<file path="src/rtl/conv2d_stream_engine_pkg.sv">
// Shared types and constants for the streaming 3x3 convolution engine.
package conv2d_pkg;

    typedef enum logic [1:0] {
        KSEL_SOBEL_X = 2'd0,
        KSEL_SOBEL_Y = 2'd1,
        KSEL_PROG    = 2'd2
    } kernel_sel_e;

    typedef enum logic [1:0] {
        IDLE  = 2'd0,
        RUN   = 2'd1,
        DRAIN = 2'd2
    } state_e;

    localparam int NTAPS = 9;

    // Row-major taps, index 0 is the top-left (oldest row, oldest column).
    localparam int SOBEL_X [NTAPS] = '{1, 0, -1, 2, 0, -2, 1, 0, -1};
    localparam int SOBEL_Y [NTAPS] = '{1, 2, 1, 0, 0, 0, -1, -2, -1};

    function automatic int min_out_w(input int pix_w, input int coef_w);
        return pix_w + coef_w + 4;
    endfunction

endpackage

</file>
<file path="src/rtl/conv2d_stream_engine_if.sv">
// Pixel-in / result-out ready-valid streams of the convolution engine.
interface conv2d_stream_engine_if #(
    parameter int PIX_W = 8,
    parameter int OUT_W = 22
);
    logic                    pixel_valid;
    logic                    pixel_ready;
    logic [PIX_W-1:0]        pixel_in;
    logic signed [OUT_W-1:0] result_out;
    logic                    result_valid;
    logic                    result_ready;

    modport slave (
        input  pixel_valid, pixel_in, result_ready,
        output pixel_ready, result_out, result_valid
    );

    modport master (
        output pixel_valid, pixel_in, result_ready,
        input  pixel_ready, result_out, result_valid
    );
endinterface

</file>
<file path="src/rtl/conv2d_stream_engine_line_buffer.sv">
// Two row FIFOs indexed by column: returns rows r-1 and r-2 at the current column.
module conv_line_buffer #(
    parameter  int IMG_W = 32,
    parameter  int PIX_W = 8,
    localparam int COL_W = $clog2(IMG_W)
) (
    input  logic             clk,
    input  logic             we,
    input  logic [COL_W-1:0] addr,
    input  logic [PIX_W-1:0] din,
    output logic [PIX_W-1:0] row_m1,
    output logic [PIX_W-1:0] row_m2
);
    logic [PIX_W-1:0] mem_m1 [IMG_W];
    logic [PIX_W-1:0] mem_m2 [IMG_W];

    assign row_m1 = mem_m1[addr];
    assign row_m2 = mem_m2[addr];

    // NOTE: storage arrays carry no reset; their contents are overwritten before use each frame.
    always_ff @(posedge clk) begin
        if (we) begin
            mem_m1[addr] <= din;
            mem_m2[addr] <= mem_m1[addr];
        end
    end
endmodule

</file>
<file path="src/rtl/conv2d_stream_engine.sv">
// Streaming 3x3 convolution: FSM, raster counters, window, MAC and output register.
module conv2d_stream_engine
    import conv2d_pkg::*;
#(
    parameter int IMG_W  = 32,
    parameter int IMG_H  = 32,
    parameter int PIX_W  = 8,
    parameter int COEF_W = 4,
    parameter int OUT_W  = 22
) (
    input  logic                     clk,
    input  logic                     rst_n,
    input  logic                     start_signal,
    input  logic [1:0]               kernel_sel,
    input  logic                     coef_we,
    input  logic [3:0]               coef_addr,
    input  logic signed [COEF_W-1:0] coef_data,
    conv2d_stream_engine_if.slave    bus,
    output logic                     done_signal,
    output logic                     busy
);
    localparam int COL_W = $clog2(IMG_W);
    localparam int ROW_W = $clog2(IMG_H);

    if (OUT_W < min_out_w(PIX_W, COEF_W)) begin : g_out_w_check
        $error("conv2d_stream_engine: OUT_W too narrow for PIX_W/COEF_W");
    end
    if (IMG_W < 3 || IMG_H < 3) begin : g_size_check
        $error("conv2d_stream_engine: image must be at least 3x3");
    end

    typedef logic signed [COEF_W-1:0] coef_t;

    state_e            state, state_nxt;
    logic [COL_W-1:0]  col;
    logic [ROW_W-1:0]  row;
    coef_t             coef_q   [NTAPS];
    coef_t             coef_nxt [NTAPS];
    coef_t             kern_q   [NTAPS];
    coef_t             kern_nxt [NTAPS];
    logic [PIX_W-1:0]  win      [3][2];
    logic [PIX_W-1:0]  new_col  [3];
    logic [PIX_W-1:0]  taps     [NTAPS];
    logic [PIX_W-1:0]  lb_m1, lb_m2;
    logic signed [OUT_W-1:0] mac;
    logic accept, res_take, last_px, in_window, start_now;

    assign accept    = bus.pixel_valid && bus.pixel_ready;
    assign res_take  = bus.result_valid && bus.result_ready;
    assign last_px   = (row == ROW_W'(IMG_H - 1)) && (col == COL_W'(IMG_W - 1));
    assign in_window = (row >= ROW_W'(2)) && (col >= COL_W'(2));
    assign start_now = (state == IDLE) && start_signal;

    always_ff @(posedge clk or negedge rst_n) begin
        if (!rst_n) state <= IDLE;
        else        state <= state_nxt;
    end

    // NOTE: every signal driven here gets a default first so no latch is inferred.
    always_comb begin
        state_nxt = state;
        case (state)
            IDLE:    if (start_signal)     state_nxt = RUN;
            RUN:     if (accept && last_px) state_nxt = DRAIN;
            DRAIN:   if (res_take)         state_nxt = IDLE;
            default:                       state_nxt = IDLE;
        endcase
    end

    always_comb begin
        bus.pixel_ready = 1'b0;
        done_signal     = 1'b0;
        busy            = 1'b0;
        case (state)
            RUN: begin
                bus.pixel_ready = !bus.result_valid || bus.result_ready;
                busy            = 1'b1;
            end
            DRAIN: begin
                done_signal = res_take;
                busy        = 1'b1;
            end
            default: ;
        endcase
    end

    // A coefficient write in the start cycle lands before the kernel snapshot.
    always_comb begin
        coef_nxt = coef_q;
        if (state == IDLE && coef_we && coef_addr < 4'd9) coef_nxt[coef_addr] = coef_data;
        for (int k = 0; k < NTAPS; k++) begin
            case (kernel_sel_e'(kernel_sel))
                KSEL_SOBEL_Y: kern_nxt[k] = coef_t'(SOBEL_Y[k]);
                KSEL_PROG:    kern_nxt[k] = coef_nxt[k];
                default:      kern_nxt[k] = coef_t'(SOBEL_X[k]);
            endcase
        end
    end

    always_ff @(posedge clk or negedge rst_n) begin
        if (!rst_n) begin
            for (int k = 0; k < NTAPS; k++) begin
                coef_q[k] <= '0;
                kern_q[k] <= '0;
            end
        end else begin
            coef_q <= coef_nxt;
            if (start_now) kern_q <= kern_nxt;
        end
    end

    always_ff @(posedge clk or negedge rst_n) begin
        if (!rst_n) begin
            col              <= '0;
            row              <= '0;
            bus.result_out   <= '0;
            bus.result_valid <= 1'b0;
        end else begin
            if (accept) begin
                if (col == COL_W'(IMG_W - 1)) begin
                    col <= '0;
                    row <= (row == ROW_W'(IMG_H - 1)) ? '0 : row + ROW_W'(1);
                end else begin
                    col <= col + COL_W'(1);
                end
            end
            if (accept && in_window) begin
                bus.result_out   <= mac;
                bus.result_valid <= 1'b1;
            end else if (res_take) begin
                bus.result_valid <= 1'b0;
            end
        end
    end

    conv_line_buffer #(.IMG_W(IMG_W), .PIX_W(PIX_W)) u_line_buffer (
        .clk    (clk),
        .we     (accept),
        .addr   (col),
        .din    (bus.pixel_in),
        .row_m1 (lb_m1),
        .row_m2 (lb_m2)
    );

    // Only the two older window columns are stored; the newest comes straight from the inputs.
    always_comb begin
        new_col[0] = lb_m2;
        new_col[1] = lb_m1;
        new_col[2] = bus.pixel_in;
        for (int i = 0; i < 3; i++) begin
            taps[3*i]     = win[i][0];
            taps[3*i + 1] = win[i][1];
            taps[3*i + 2] = new_col[i];
        end
    end

    always_ff @(posedge clk) begin
        if (accept) begin
            for (int i = 0; i < 3; i++) begin
                win[i][0] <= win[i][1];
                win[i][1] <= new_col[i];
            end
        end
    end

    // NOTE: blocking assignments accumulate within combinational logic; registers use <= only.
    always_comb begin
        mac = '0;
        for (int k = 0; k < NTAPS; k++) begin
            mac = mac + OUT_W'(signed'({1'b0, taps[k]})) * OUT_W'(kern_q[k]);
        end
    end

endmodule

</file>
<file path="src/flat_wrapper.sv">
// flat-port wrapper written by rule: the top's interface ports become plain ports
module conv2d_stream_engine_flat import conv2d_pkg::*;
#(
    parameter int IMG_W  = 32,
    parameter int IMG_H  = 32,
    parameter int PIX_W  = 8,
    parameter int COEF_W = 4,
    parameter int OUT_W  = 22
)
  (clk, rst_n, start_signal, kernel_sel, coef_we, coef_addr, coef_data, done_signal, busy, bus_pixel_valid, bus_pixel_in, bus_result_ready, bus_pixel_ready, bus_result_out, bus_result_valid);
  conv2d_stream_engine_if #(.PIX_W(PIX_W), .OUT_W(OUT_W)) bus_i ();
  input  logic clk;
  input  logic rst_n;
  input  logic start_signal;
  input  logic [1:0] kernel_sel;
  input  logic coef_we;
  input  logic [3:0] coef_addr;
  input  logic signed [COEF_W-1:0] coef_data;
  output logic done_signal;
  output logic busy;
  input wire logic [$bits(bus_i.pixel_valid)-1:0] bus_pixel_valid;
  input wire logic [$bits(bus_i.pixel_in)-1:0] bus_pixel_in;
  input wire logic [$bits(bus_i.result_ready)-1:0] bus_result_ready;
  output wire logic [$bits(bus_i.pixel_ready)-1:0] bus_pixel_ready;
  output wire logic [$bits(bus_i.result_out)-1:0] bus_result_out;
  output wire logic [$bits(bus_i.result_valid)-1:0] bus_result_valid;
  assign bus_i.pixel_valid = bus_pixel_valid;
  assign bus_i.pixel_in = bus_pixel_in;
  assign bus_i.result_ready = bus_result_ready;
  assign bus_pixel_ready = bus_i.pixel_ready;
  assign bus_result_out = bus_i.result_out;
  assign bus_result_valid = bus_i.result_valid;
  conv2d_stream_engine #(.IMG_W(IMG_W), .IMG_H(IMG_H), .PIX_W(PIX_W), .COEF_W(COEF_W), .OUT_W(OUT_W)) u_core (.clk(clk), .rst_n(rst_n), .start_signal(start_signal), .kernel_sel(kernel_sel), .coef_we(coef_we), .coef_addr(coef_addr), .coef_data(coef_data), .bus(bus_i), .done_signal(done_signal), .busy(busy));
endmodule
</file>
<file path="config.mk">
export PLATFORM = sky130hd
export DESIGN_NAME = conv2d_stream_engine_flat
export DESIGN_NICKNAME = d
export VERILOG_FILES = /design/src/rtl/conv2d_stream_engine_pkg.sv /design/src/rtl/conv2d_stream_engine_if.sv /design/src/rtl/conv2d_stream_engine_line_buffer.sv /design/src/rtl/conv2d_stream_engine.sv /design/src/flat_wrapper.sv
export SDC_FILE = /design/constraint.sdc
export NUM_CORES = 1
export LEC_CHECK = 0
export CAP_MARGIN = 15
export CORE_UTILIZATION = 45
export DETAILED_ROUTE_END_ITERATION = 10
export PLACE_DENSITY = 0.6
export RECOVER_POWER = 25
export SYNTH_ARGS = -nofsm -noshare
export SYNTH_HDL_FRONTEND = slang
export SYNTH_SLANG_ARGS = --single-unit
export TNS_END_PERCENT = 50
</file>
<file path="constraint.sdc">
create_clock -name clk -period 8.7 [get_ports clk]
set_input_delay 2.175 -clock clk [delete_from_list [all_inputs] [get_ports clk]]
set_output_delay 2.175 -clock clk [all_outputs]
set_load 0.005 [all_outputs]
</file>
* After elaboration in Yosys (flattened, before gate mapping)
Memory sizes are Yosys's and may differ from the RTL's. Cells that the tools add are included.
Word-level totals: flip-flop bits (word level) 107, RAM bits 560, input bits 24, output and inout bits 26, logic and storage cells 103, memories kept 3
Memories:
- u_core.u_line_buffer.mem_m1 | depth 32, bits a word 8, rd ports 1, clocked after memory_dff 0, wr ports 1, RTL line conv2d_stream_engine_line_buffer.sv:14 | logic [PIX_W-1:0] mem_m1 [IMG_W];
- u_core.u_line_buffer.mem_m2 | depth 32, bits a word 8, rd ports 1, clocked after memory_dff 0, wr ports 1, RTL line conv2d_stream_engine_line_buffer.sv:15 | logic [PIX_W-1:0] mem_m2 [IMG_W];
- u_core.win | depth 3, bits a word 16, rd ports 3, clocked after memory_dff 0, wr ports 3, RTL line conv2d_stream_engine.sv:41 | logic [PIX_W-1:0] win [3][2];
Operators by class: $add $sub $neg 10, multipliers 9, order comparisons 5, eq/ne operators 9, muxes and demuxes 26, bitwise logic cells 1, reduce and logical (&&, ||, !) cells 17
Operators by type and width (number):
- $add A22 B22 Y22 | 8
- $mul A9 B4 Y13 | 9
- $pmux W4 S2 | 6
- $bwmux W36 | 1
- $mux W36 | 1
- $demux W4 S4 | 1
- $mux W4 | 4
- $add A5 B1 Y5 const B | 2
- $eq A5 B5 Y1 const B | 2
- $ge A5 B2 Y1 const B | 2
- $logic_and A1 B1 Y1 | 10
- $mux W5 | 2
- $mux W1 | 7
- $mux W2 | 3
- $pmux W2 S3 | 1
- $ge A5 B5 Y1 const B | 1
- $lt A5 B1 Y1 const B | 1
- $not A4 Y5 | 1
- $eq A2 B1 Y1 const B | 2
- $eq A2 B2 Y1 const B | 2
- $lt A4 B4 Y1 const B | 1
- $ne A2 B1 Y1 const B | 2
- $reduce_and A3 Y1 | 1
- $logic_not A2 Y1 | 1
- 6 further kinds | 6

* Depth between registers and ports, before layout
An unclocked memory read counts as a cell.
depth after elaboration 10, gate-level depth with buffers 37, mapped depth without buffers 34

* Cells and area by module
Synthesis repeated with hierarchy kept, for this count alone.
Second synthesis, totals: cell total of the unflattened synthesis 2713, area, all modules 36819.1 um2
By module, submodules not included:
- conv_line_buffer | times used 1, cells each 1070, area an instance 19736.4 um2, seq. area each 15374.7 um2
- conv2d_stream_engine | times used 1, cells each 1643, area an instance 17082.6 um2, seq. area each 4093.9 um2

* Worst setup path after synthesis
OpenSTA, ideal clock, no wires.
kind reg-to-reg, start register u_core.col[1], end register u_core.bus.result_out[15], setup time 133 ps, data arrival time 8649 ps, data required time 8567 ps, path slack -83 ps, stages on the path, launching flop included 34, buffers on the path 3, period minus slack after synthesis 8783 ps, path through dfrtp_1 -> buf_2 -> buf_2 -> clkbuf_1 -> mux4_2 -> a22oi_1 -> nand4_1 -> inv_2 -> nand2_1 -> fa_1 -> fa_1 -> fa_1 -> inv_1 -> ha_1 -> fa_1 -> a21o_1 -> a21oi_1 -> a2bb2oi_1 -> a21oi_1 -> nor2_1 -> xnor2_1 -> fa_1 -> fa_1 -> fa_1 -> inv_1 -> fa_1 -> inv_1 -> ha_1 -> a21oi_1 -> o21ai_0 -> or3_1 -> o22ai_1 -> xor2_1 -> o21ai_0
On the way: elaborated cells between the ends (all ways) 14, those cells by class 7 x add/sub; 2 x mul; 1 x order compare; 2 x reduce/logical; 2 x memory
RTL lines:
- start: declaration | RTL line conv2d_stream_engine.sv:35 | logic [COL_W-1:0] col;
- start signal: assignment | RTL line conv2d_stream_engine.sv:124 | col <= col + COL_W'(1);
- $mem_v2 Z32 W8
- via u_core.lb_m1[0] | RTL line conv2d_stream_engine.sv:44 | logic [PIX_W-1:0] lb_m1, lb_m2;
- $mul A9 B4 Y13 | RTL line conv2d_stream_engine.sv:170 | mac = mac + OUT_W'(signed'({1'b0, taps[k]})) * OUT_W'(kern_q[k]);
- $add A22 B22 Y22 (4 in a row) | RTL line conv2d_stream_engine.sv:170
- end signal: assignment | RTL line conv2d_stream_engine.sv:128 | bus.result_out <= mac;
- end: declaration | RTL line conv2d_stream_engine_if.sv:15 | output pixel_ready, result_out, result_valid
The timed path passes the listed nets, and every way through them passes these cells. A chain may end at the register's enable or synchronous reset.

* Worst setup path in the final report
start register u_core.col[0], end register u_core.bus.result_out[21]
On the way: longest elaborated chain between the ends 9, elaborated cells between the ends (all ways) 14, those cells by class 7 x add/sub; 2 x mul; 1 x order compare; 2 x reduce/logical; 2 x memory
RTL lines (RTL line):
- $mem_v2 Z32 W8
- via u_core.lb_m2[0] | conv2d_stream_engine.sv:44
- $mul A9 B4 Y13 | conv2d_stream_engine.sv:170
- $add A22 B22 Y22 (7 in a row) | conv2d_stream_engine.sv:170
The timed path passes the listed nets, and every way through them passes these cells.

==> impl_metrics.tcl <==
set metrics [dict create \
    status "finished, final reports clean" \
    first_iter_violations 1544 \
    grt_max_degree 60 \
    synth_edf_count 560 \
    grt_pass1_vias 23710 \
    via_per_inst 5.426 \
    hpwl_mm 69.40 \
    synth_cell_type_count 63 \
    synth_ff_type "edfxtp_1" \
    antenna_found_initial 1 \
    worst_slew_pin_slew_ps 853.1 \
    multi_input_area_sq_um 17180 \
    startpoint_type "register" \
    clock_skew_ps 46.63 \
    rsz0062_at_grt "true" \
    ys_async_sr_fraction 0.1604 \
    cts_buffer_depth 3 \
    numCtsBuffers 74 \
    core.rowCount 105 \
    clock-sinks 667 \
    grt_use_met3 0.03656 \
    register_area_sq_um 19500 \
    yosysWarningCount 0 \
    slew_viol_final 0 \
    fillerInstances 6668 \
    syn_area_sq_um 37430 \
    track_usage 0.2305 \
    wl_per_cell_um 23.06 \
    crit_required_ps 9250 \
    grt_busiest_layer "met2" \
    grt_pass1_wl_mm 144.9 \
    final_cell_mix "edfxtp_1, inv_1, buf_4, ha_1, fa_1" \
    overflow 0 \
    io-pin-count 50 \
    cts-hold-fix-buffers 0 \
    ys_seq_area_frac 0.5208 \
    core-area_sq_um 82240 \
    drc 0 \
    htreeDepth 3 \
    hp-class "reg2reg" \
    criticalPathCategory "reg2reg" \
    clk_latency_ps 660 \
    dr.pass1.iters 5 \
    hold_violations 0 \
    slew_headroom 0.4313 \
    timing.final.crit_share 0.9901 \
    gp_congestion 0.9026 \
    synth_nets 3142 \
    syn2layout_area_growth_pct 21.34 \
    clock.fmax_mhz 116.1 \
    critPathArrivalTime_ps 9160 \
    mostFrequentLayoutCell "edfxtp_1" \
    die_w_um 290.4 \
    grtUsageMet1 0.2999 \
    avgSynthCellArea_sq_um 14.13 \
    drive_gt1_frac 0.2485 \
    clk_pin_slew_ps 60 \
    port_buffers 49 \
    min_period_ps 8613 \
    finalSetupViolCount 0 \
    slowest_stage "fa_2" \
    critPathMaxStageDelay_ps 610 \
    end_kind "register" \
    fp.dieH_um 290.4 \
    cts_tree "yes" \
    syn_inst 2649 \
    final_antenna_net_count 0 \
    dieArea_sq_um 84330 \
    maxCapViolations 0 \
    cpMostUsedCell "fa_1" \
    cts_root_buffer "clkbuf_16" \
    vias 22600 \
    grt_use_met2 0.3894 \
    ys_ff_latch 667 \
    fin_util 0.5522 \
    cp_max_fo 8 \
    start_util 0.4551 \
    num-nets-final 3528 \
    routed_wl_mm 96.08 \
]
-- timing repair --
| action | in CTS | in global routing |
|---|---|---|
| gates resized for setup | 79 | 128 |
| gates cloned | 4 | 2 |
| buffers inserted | 15 | 29 |
| pin swaps | 31 | 60 |
| endpoints found under the setup margin | 14 | 13 |
-- worst paths after layout --
path	slack, ps	end	start	cells past startpoint
setup / recovery	90	u_core.bus.result_out[21]	u_core.col[0]	31
hold / removal	480	u_core.coef_q[28]	u_core.coef_q[28]	2
setup reg to reg	90	u_core.bus.result_out[21]	u_core.col[0]	31
hold reg to reg	480	u_core.coef_q[28]	u_core.coef_q[28]	2
max in group asynchronous	5740	u_core.col[1]	rst_n	2
min in group asynchronous	1600	u_core.kern_q[35]	rst_n	1
-- worst max-delay path, delay by kind of cell (launching register included) --
kind | cells | cell delay [ps]
adder cells (fa/ha/maj) | 9 | 4010
AO/OA/AOI/OAI | 8 | 1530
AND/OR/NAND/NOR | 4 | 880
buffers and inverters | 8 | 1070
multiplexers | 1 | 510
XOR/XNOR | 1 | 80
flip-flops | 1 | 440
-- flip-flops by register name, indices dropped and copies added (netlist names) --
name                         cells
u_core.win                      48
u_core.col                       5
u_core.row                       5
u_core.coef_q                   36
u_core.bus.result_valid          1
u_core.u_line_buffer.mem_m2    256
u_core.state                     2
u_core.bus.result_out           22
u_core.u_line_buffer.mem_m1    256
u_core.kern_q                   36
-- through the flow --
step | cell area [sq um] | worst slack (ps) | instances | hold slack [ps] | setup TNS, ps
global placement | 41290 | -1079 | 3982 | 459.5 | -13500
detailed placement | 41290 | -1142 | 3982 | 468.5 | -14510
global route | 45410 | -148.4 | 4165 | 510.5 | -803.7
floorplan | 37500 | 17.48 | 2649 | 441.7 | 0
finish | 45410 | 86.53 | 4166 | 481.1 | 0
CTS | 44620 | 4.885 | 4136 | 482.6 | 0
-- metal layers --
metal	up-vias	share of wire	wire length [um]
li1	10210	-	-
met1	11720	0.43	40950
met2	504	0.49	47380
met3	170	0.043	4093
met4	0	0.038	3662
met5	-	0	0
-- synth_stat cells, drive strengths merged, types with 4 or more instances --
library cell | instances | area [sq um]
mux2i | 8 | 80.08
mux4 | 128 | 2883
or2 | 4 | 25.02
o21bai | 16 | 120.1
inv | 317 | 1190
a2bb2oi | 7 | 61.31
mux2 | 33 | 371.6
o211ai | 6 | 45.04
and3 | 4 | 25.02
nor2 | 118 | 442.9
xnor2 | 35 | 306.5
buf | 26 | 185.2
o21ai | 70 | 350.3
nor3 | 10 | 55.05
o22ai | 7 | 43.79
a2111oi | 11 | 96.34
nand3 | 10 | 50.05
a21oi | 71 | 355.3
nand3b | 4 | 30.03
a22o | 5 | 43.79
fa | 211 | 4224
nand4 | 17 | 193.9
clkbuf | 49 | 185.2
and2 | 114 | 713.2
or3 | 5 | 31.28
a21o | 15 | 112.6
o21a | 12 | 90.09
nand2 | 195 | 732.0
nor2b | 14 | 87.58
edfxtp | 560 | 16820
nand2b | 63 | 394.1
a22oi | 64 | 520.5
o22a | 4 | 35.03
dfrtp | 107 | 2678
xor2 | 47 | 411.6
ha | 258 | 3228
o31ai | 6 | 45.04
-- cell families (layout without fill, tap and decap cells) --
logic type / Yosys count / count (layout) / share of synthesized area
flops: 667 / 667 / 0.5208
xor+xnor: 82 / 82 / 0.01919
buf+inv: 394 / 840 / 0.04189
other cells: 0 / 1 / 0
compound gates: 305 / 305 / 0.05432
fa+ha+maj: 469 / 469 / 0.1991
mux: 169 / 169 / 0.08909
simple gates: 563 / 563 / 0.07555
-- area by class of cell --
| cell class | count | area share |
|---|---|---|
| Antenna cell | 1 | 0.00005510 |
| Inverter | 319 | 0.02637 |
| Clock buffer | 88 | 0.04284 |
| Sequential cell | 667 | 0.4294 |
| Timing Repair Buffer | 385 | 0.07783 |
| Clock inverter | 48 | 0.01570 |
| Multi-Input combinational cell | 1588 | 0.3783 |
| Tap cell | 1070 | 0.02948 |
Power is not shown: default switching activity piles up to over one toggle a cycle in this logic, so the estimate is an artifact.
